<file path="src/rtl/lsu_pkg.sv">
// Shared definitions for the load/store unit.
//   SIZE_*      : request size encodings (reqSize)
//   lsu_state_t : controller state encoding
//   is_misaligned() : alignment / legality check on a request
package lsu_pkg;

    localparam logic [1:0] SIZE_BYTE = 2'b00;
    localparam logic [1:0] SIZE_HALF = 2'b01;
    localparam logic [1:0] SIZE_WORD = 2'b10;
    localparam logic [1:0] SIZE_ILL  = 2'b11;

    typedef enum logic [1:0] {
        IDLE  = 2'b00,
        READ  = 2'b01,
        WRITE = 2'b10,
        RESP  = 2'b11
    } lsu_state_t;

    // Half needs addr[0]==0, word needs addr[1:0]==00, size 11 is never legal.
    function automatic logic is_misaligned(input logic [1:0] size, input logic [1:0] offset);
        logic bad;
        bad = 1'b0;
        case (size)
            SIZE_BYTE: bad = 1'b0;
            SIZE_HALF: bad = offset[0];
            SIZE_WORD: bad = (offset != 2'b00);
            default:   bad = 1'b1;
        endcase
        return bad;
    endfunction

endpackage

</file>
<file path="src/rtl/mem_lane_align.sv">
// Combinational big-endian lane logic.
//   word       : 32-bit memory word (byte offset 0 in bits [31:24])
//   offset     : byte offset within the word
//   size       : access size (SIZE_BYTE / SIZE_HALF / SIZE_WORD)
//   sign_ext   : sign-extend sub-word loads when 1
//   store_data : right-justified store data
//   load_data  : extracted, extended load result
//   merge_data : word with the store lane replaced, other lanes unchanged
module mem_lane_align
    import lsu_pkg::*;
(
    input  logic [31:0] word,
    input  logic [1:0]  offset,
    input  logic [1:0]  size,
    input  logic        sign_ext,
    input  logic [31:0] store_data,
    output logic [31:0] load_data,
    output logic [31:0] merge_data
);

    logic [4:0]  shift;
    logic [31:0] lane;
    logic [31:0] mask;

    always_comb begin
        shift      = 5'd0;
        mask       = 32'hFFFF_FFFF;
        load_data  = word;
        // Big-endian: byte offset o sits (3-o) bytes above bit 0, half offset
        // 0 sits 16 bits up and half offset 2 sits at bit 0.
        case (size)
            SIZE_BYTE: begin
                shift = {~offset, 3'b000};
                mask  = 32'h0000_00FF << shift;
            end
            SIZE_HALF: begin
                shift = {~offset[1], 4'b0000};
                mask  = 32'h0000_FFFF << shift;
            end
            default: begin
                shift = 5'd0;
                mask  = 32'hFFFF_FFFF;
            end
        endcase
        lane = word >> shift;
        case (size)
            SIZE_BYTE: load_data = {{24{lane[7] & sign_ext}}, lane[7:0]};
            SIZE_HALF: load_data = {{16{lane[15] & sign_ext}}, lane[15:0]};
            default:   load_data = word;
        endcase
        merge_data = (word & ~mask) | ((store_data << shift) & mask);
    end

endmodule

</file>
<file path="src/rtl/load_store_unit.sv">
// Load/store unit between a core request port and a single-cycle,
// big-endian, word-wide memory.
//   clk, rst            : clock, synchronous active-high reset
//   reqValid/reqReady   : request handshake (ready only in IDLE)
//   reqWrite/reqSize/reqSigned/reqAddr/reqWData : request fields
//   respValid/respRData/respErr : one-cycle completion with load data / error
//   memAddress/memWriteData/memWriteEnable/memReadData : memory port
// Sub-word stores are read-modify-write: READ captures the word and merges
// the new lane, WRITE commits it.
module load_store_unit
    import lsu_pkg::*;
#(
    parameter int ADDR_WIDTH = 32
) (
    input  logic                  clk,
    input  logic                  rst,
    input  logic                  reqValid,
    output logic                  reqReady,
    input  logic                  reqWrite,
    input  logic [1:0]            reqSize,
    input  logic                  reqSigned,
    input  logic [ADDR_WIDTH-1:0] reqAddr,
    input  logic [31:0]           reqWData,
    output logic                  respValid,
    output logic [31:0]           respRData,
    output logic                  respErr,
    output logic [ADDR_WIDTH-1:0] memAddress,
    output logic [31:0]           memWriteData,
    output logic                  memWriteEnable,
    input  logic [31:0]           memReadData
);

    lsu_state_t  state, state_next;
    logic        accept;
    logic        misaligned;
    logic        op_write;
    logic [1:0]  op_size;
    logic        op_signed;
    logic [1:0]  op_offset;
    logic [31:0] op_wdata;
    logic [31:0] load_data;
    logic [31:0] merge_data;

    assign accept     = reqValid && reqReady;
    assign misaligned = is_misaligned(reqSize, reqAddr[1:0]);

    mem_lane_align u_align (
        .word       (memReadData),
        .offset     (op_offset),
        .size       (op_size),
        .sign_ext   (op_signed),
        .store_data (op_wdata),
        .load_data  (load_data),
        .merge_data (merge_data)
    );

    always_ff @(posedge clk) begin
        if (rst) begin
            state <= IDLE;
        end else begin
            state <= state_next;
        end
    end

    always_comb begin
        state_next     = state;
        reqReady       = 1'b0;
        respValid      = 1'b0;
        memWriteEnable = 1'b0;
        case (state)
            IDLE: begin
                reqReady = 1'b1;
                if (accept) begin
                    if (misaligned)
                        state_next = RESP;
                    else if (reqWrite && reqSize == SIZE_WORD)
                        state_next = WRITE;
                    else
                        state_next = READ;
                end
            end
            READ:    state_next = op_write ? WRITE : RESP;
            WRITE: begin
                memWriteEnable = 1'b1;
                state_next     = RESP;
            end
            RESP: begin
                respValid  = 1'b1;
                state_next = IDLE;
            end
            default: state_next = IDLE;
        endcase
    end

    always_ff @(posedge clk) begin
        if (rst) begin
            op_write     <= 1'b0;
            op_size      <= SIZE_BYTE;
            op_signed    <= 1'b0;
            op_offset    <= 2'b00;
            op_wdata     <= 32'd0;
            memAddress   <= '0;
            memWriteData <= 32'd0;
            respRData    <= 32'd0;
            respErr      <= 1'b0;
        end else begin
            case (state)
                IDLE: begin
                    if (accept) begin
                        op_write   <= reqWrite;
                        op_size    <= reqSize;
                        op_signed  <= reqSigned;
                        op_offset  <= reqAddr[1:0];
                        op_wdata   <= reqWData;
                        memAddress <= {reqAddr[ADDR_WIDTH-1:2], 2'b00};
                        respErr    <= misaligned;
                        respRData  <= 32'd0;
                        // Word stores go straight to WRITE; sub-word stores
                        // overwrite this with the merged word in READ.
                        if (reqWrite)
                            memWriteData <= reqWData;
                    end
                end
                READ: begin
                    if (op_write)
                        memWriteData <= merge_data;
                    else
                        respRData <= load_data;
                end
                default: ;
            endcase
        end
    end

endmodule

</file>
<file path="config.mk">
export PLATFORM = sky130hd
export DESIGN_NAME = load_store_unit
export DESIGN_NICKNAME = d
export VERILOG_FILES = /design/src/rtl/lsu_pkg.sv /design/src/rtl/mem_lane_align.sv /design/src/rtl/load_store_unit.sv
export SDC_FILE = /design/constraint.sdc
export NUM_CORES = 1
export LEC_CHECK = 0
export ABC_AREA = 1
export CAP_MARGIN = 20
export CORE_MARGIN = 5
export CORE_UTILIZATION = 40
export DETAILED_ROUTE_END_ITERATION = 16
export HOLD_SLACK_MARGIN = 0.03
export PLACE_DENSITY = 0.66
export RECOVER_POWER = 50
export SLEW_MARGIN = 10
export SYNTH_ARGS = -nofsm -noshare
export SYNTH_HDL_FRONTEND = slang
export SYNTH_SLANG_ARGS = --single-unit
</file>
<file path="constraint.sdc">
create_clock -name clk -period 2.1 [get_ports clk]
set_input_delay 0.42 -clock clk [delete_from_list [all_inputs] [get_ports clk]]
set_output_delay 0.42 -clock clk [all_outputs]
set_load 0.005 [all_outputs]
</file>
==> impl_metrics.ini <==
[outcome]
outcome = complete, no violations

[final_layout]
antenna_cells = 0
layout.nets = 1223
final-seq-area_sq_um = 2703
fillCellCount = 1540
multi_input_area_sq_um = 3266
drive_gt1_share_pct = 8.149
fin_area_sq_um = 9388
syn_to_final_growth_pct = 43.46

[run]
maxCapViolCount = 0

[logic_synthesis]
seq_area_frac_synth_pct = 41.30
yosys-top-cells-area = dfxtp_1 41%, a21oi_1 13%, o21ai_0 12%, nand2_1 8.1%, nor2_1 5.6%
synth_xor_xnor_area_share_pct = 0
yosys_warnings = 0
syn_avg_cell_area_sq_um = 7.014
yosys.area.top_type_share_pct = 41.30
syn_area_sq_um = 6544
synthAdderAreaFrac_pct = 0.7648
synth.top_cells.by_count = 173 x a21oi_1, 156 x o21ai_0, 142 x nand2_1, 135 x dfxtp_1, 97 x nor2_1
synthCells = 933
yosysMostFrequentCell = a21oi_1
yosysTopAreaCell = dfxtp_1
synth_compound_area_share_pct = 29.96
muxShareOfSynthArea_pct = 0
synth_ff_type = dfxtp_1
synth_cell_types = 37
synth_edf_count = 0
synth_async_sr_flop_share_pct = 0
yosys.area_share.simple_pct = 19.06
synth_top_family_by_area = compound AO/OA/AOI/OAI gates
ys_seq_elements = 135

[die]
die_h_um = 137.9
io_pins = 203
dieArea_sq_um = 19020
rows = 46
initial_core_util_pct = 41.05
die_w_um = 137.9
core_sq_um = 15940

[setup_path]
required_ns = 1.68
end_kind = output port
rr_endpoint = memWriteData[24]$_SDFFE_PP0P_
crit_arrival_ns = 1.60
cp-start-kind = register
timing.rr.start = op_size[1]$_SDFFE_PP0P_
reg2reg_depth = 8
worstSetupPathType = register to output port
crit_path_start = state[0]$_SDFFE_PP0P_
cp_max_fo = 3
rrSetupSlack_ns = 0.15

[global_routing]
grt_pass1_vias = 6779
use_met1_pct = 32.71
grt_max_degree = 93
track_usage_pct = 25.47
antenna_found_initial = 0
grt_util_met3_pct = 10.56
grt-ovfl-total = 0
globalRouteMet2Util_pct = 38.94
grt_busiest_layer = met2
grt_pass1_wl_um = 37070

[drt]
dr.first_iter.drc_count = 688
drc = 0
wire_per_inst_um = 17.99
wirelength_um = 24200
drtAntennaViolNets = 0
vias_per_cell = 5.340
first_pass_iters = 5
vias = 7182

[clock_network]
cts_tree = yes
numClockSinks = 135
htreeDepth = 4
clkLatencyLatePin_ns = 0.42
clockBufferDepth = 2
cts_setup_buffers = 0
path_clk_slew_ns = 0.06
cts_buffers = 17
root_buffer = clkbuf_16

[power_and_ir_drop]
p_int_uw = 6750
combPwrFrac_pct = 40.8
power.density_nw_per_um2 = 1151
p_clk_share_pct = 27.4
p_sw_uw = 4052
p_leak_uw = 0.003832
swShare_pct = 37.51
pwr-share-seq_pct = 31.8
max-vdd-ir-drop_uv = 626.9

[sta]
period_needed_ns = 2.019
period_share_pct = 96.14
clock-skew-final_ns = 0.007604
clock.fmax_mhz = 495.3
fin_setup_tns_ns = 0
hold_viol_final = 0
rsz0062_at_grt = false
relSlewSlack_pct = 65.53
max_slew.worst_pin.slew_ns = 0.5116
setup_violations = 0
final_max_slew_viol_count = 0

[min_path]
min-delay-start = op_wdata[29]$_SDFFE_PP0P_
hold_depth = 2
hold_end = op_wdata[29]$_SDFFE_PP0P_
hold_class = register to register

[place]
io_buffer_count = 200
place_congestion = 0.9945
dp_hpwl_um = 17860
place_area_sq_um = 8798
-- cell families (layout without fill, tap and decap cells) --
logic type / count (synthesis) / in the layout
AOI/OAI and AO/OA: 370 / 370
adders and majority gates: 4 / 4
buffers and inverters: 132 / 327
DFF: 135 / 135
other: 1 / 2
and+or+nand+nor: 291 / 291
-- worst max-delay path by stage --
| stage | endpoint |
|---|---|
| global route | reqReady |
| detailed placement | respRData[20]$_SDFFE_PP0P_ |
| global placement | respRData[20]$_SDFFE_PP0P_ |
| CTS | reqReady |
| floorplan | memWriteData[24]$_SDFFE_PP0P_ |
| finish | reqReady |
-- per-stage QoR --
stage | power (uW) | hold slack, ns | worst slack, ns | util [%] | instances
6_report | 10800 | 0.4556 | 0.08112 | 58.88 | 1345
5_1_grt | 11500 | 0.4788 | 0.02173 | 58.88 | 1345
4_1_cts | 10920 | 0.4554 | 0.04519 | 58.88 | 1345
3_5_place_dp | 7939 | 0.4459 | 0.05752 | 55.19 | 1313
3_3_place_gp | 7885 | 0.4408 | 0.07185 | 55.19 | 1313
2_1_floorplan | 5964 | 0.4297 | 0.3460 | - | 934
-- layout by cell type, fill, tap and decap left out, drive strengths merged --
cell           instances
nand2                147
o21ai                165
nand4                  8
a31oi                  1
nor3                   2
o211ai                23
ha                     4
a21oi                176
a211oi                 3
o21a                   1
clkinv                 4
nor2                 103
or2                    2
buf                   33
inv                   61
clkdlybuf4s50        139
clkinvlp               6
nand3                 29
dlygate4sd3           61
o22ai                  1
dfxtp                135
bufinv                 1
conb                   2
clkbuf                22
-- timing repair --
item,CTS,global route
hold buffers,0,0
setup endpoints to repair,0,1
gates resized for setup,0,1
-- worst max-delay path, cell delays in order, from the launching register on --
cell and delay (ns):
dfxtp_1 0.33, inv_1 0.10, ha_1 0.22, clkdlybuf4s50_1 0.52
-- flip-flops by register name (all words and copies together), names as in the netlist --
| name | count |
|---|---|
| op_write | 1 |
| op_size | 2 |
| op_signed | 1 |
| memWriteData | 32 |
| respRData | 32 |
| op_offset | 2 |
| op_wdata | 32 |
| state | 2 |
| respErr | 1 |
| memAddress | 30 |
-- power groups by stage --
stage | clock (uW) | sequential, uW | combinational (uW)
2_1_floorplan | 0 | 3460 | 2500
5_1_grt | 3120 | 3500 | 4870
4_1_cts | 3000 | 3450 | 4480
6_report | 2960 | 3440 | 4410
3_3_place_gp | 0 | 3490 | 4390
3_5_place_dp | 0 | 3490 | 4450
-- layer usage --
metal,share of wire [%],wire length (um),vias to the layer above
met3,11,2715,44
met2,45,10850,345
met4,2.4,580,0
met5,0,0,-
met1,42,10050,3273
li1,-,-,3520
-- cell type report --
class,count,share of cell area (%)
repair buffers,233,24.80
well taps,216,2.879
clock inverters,10,0.9996
inverters,62,2.479
flip-flops and latches,135,28.79
clock buffers,22,5.265
multi-input cells,667,34.79
Note: power is estimated with default switching activity, not from simulation.
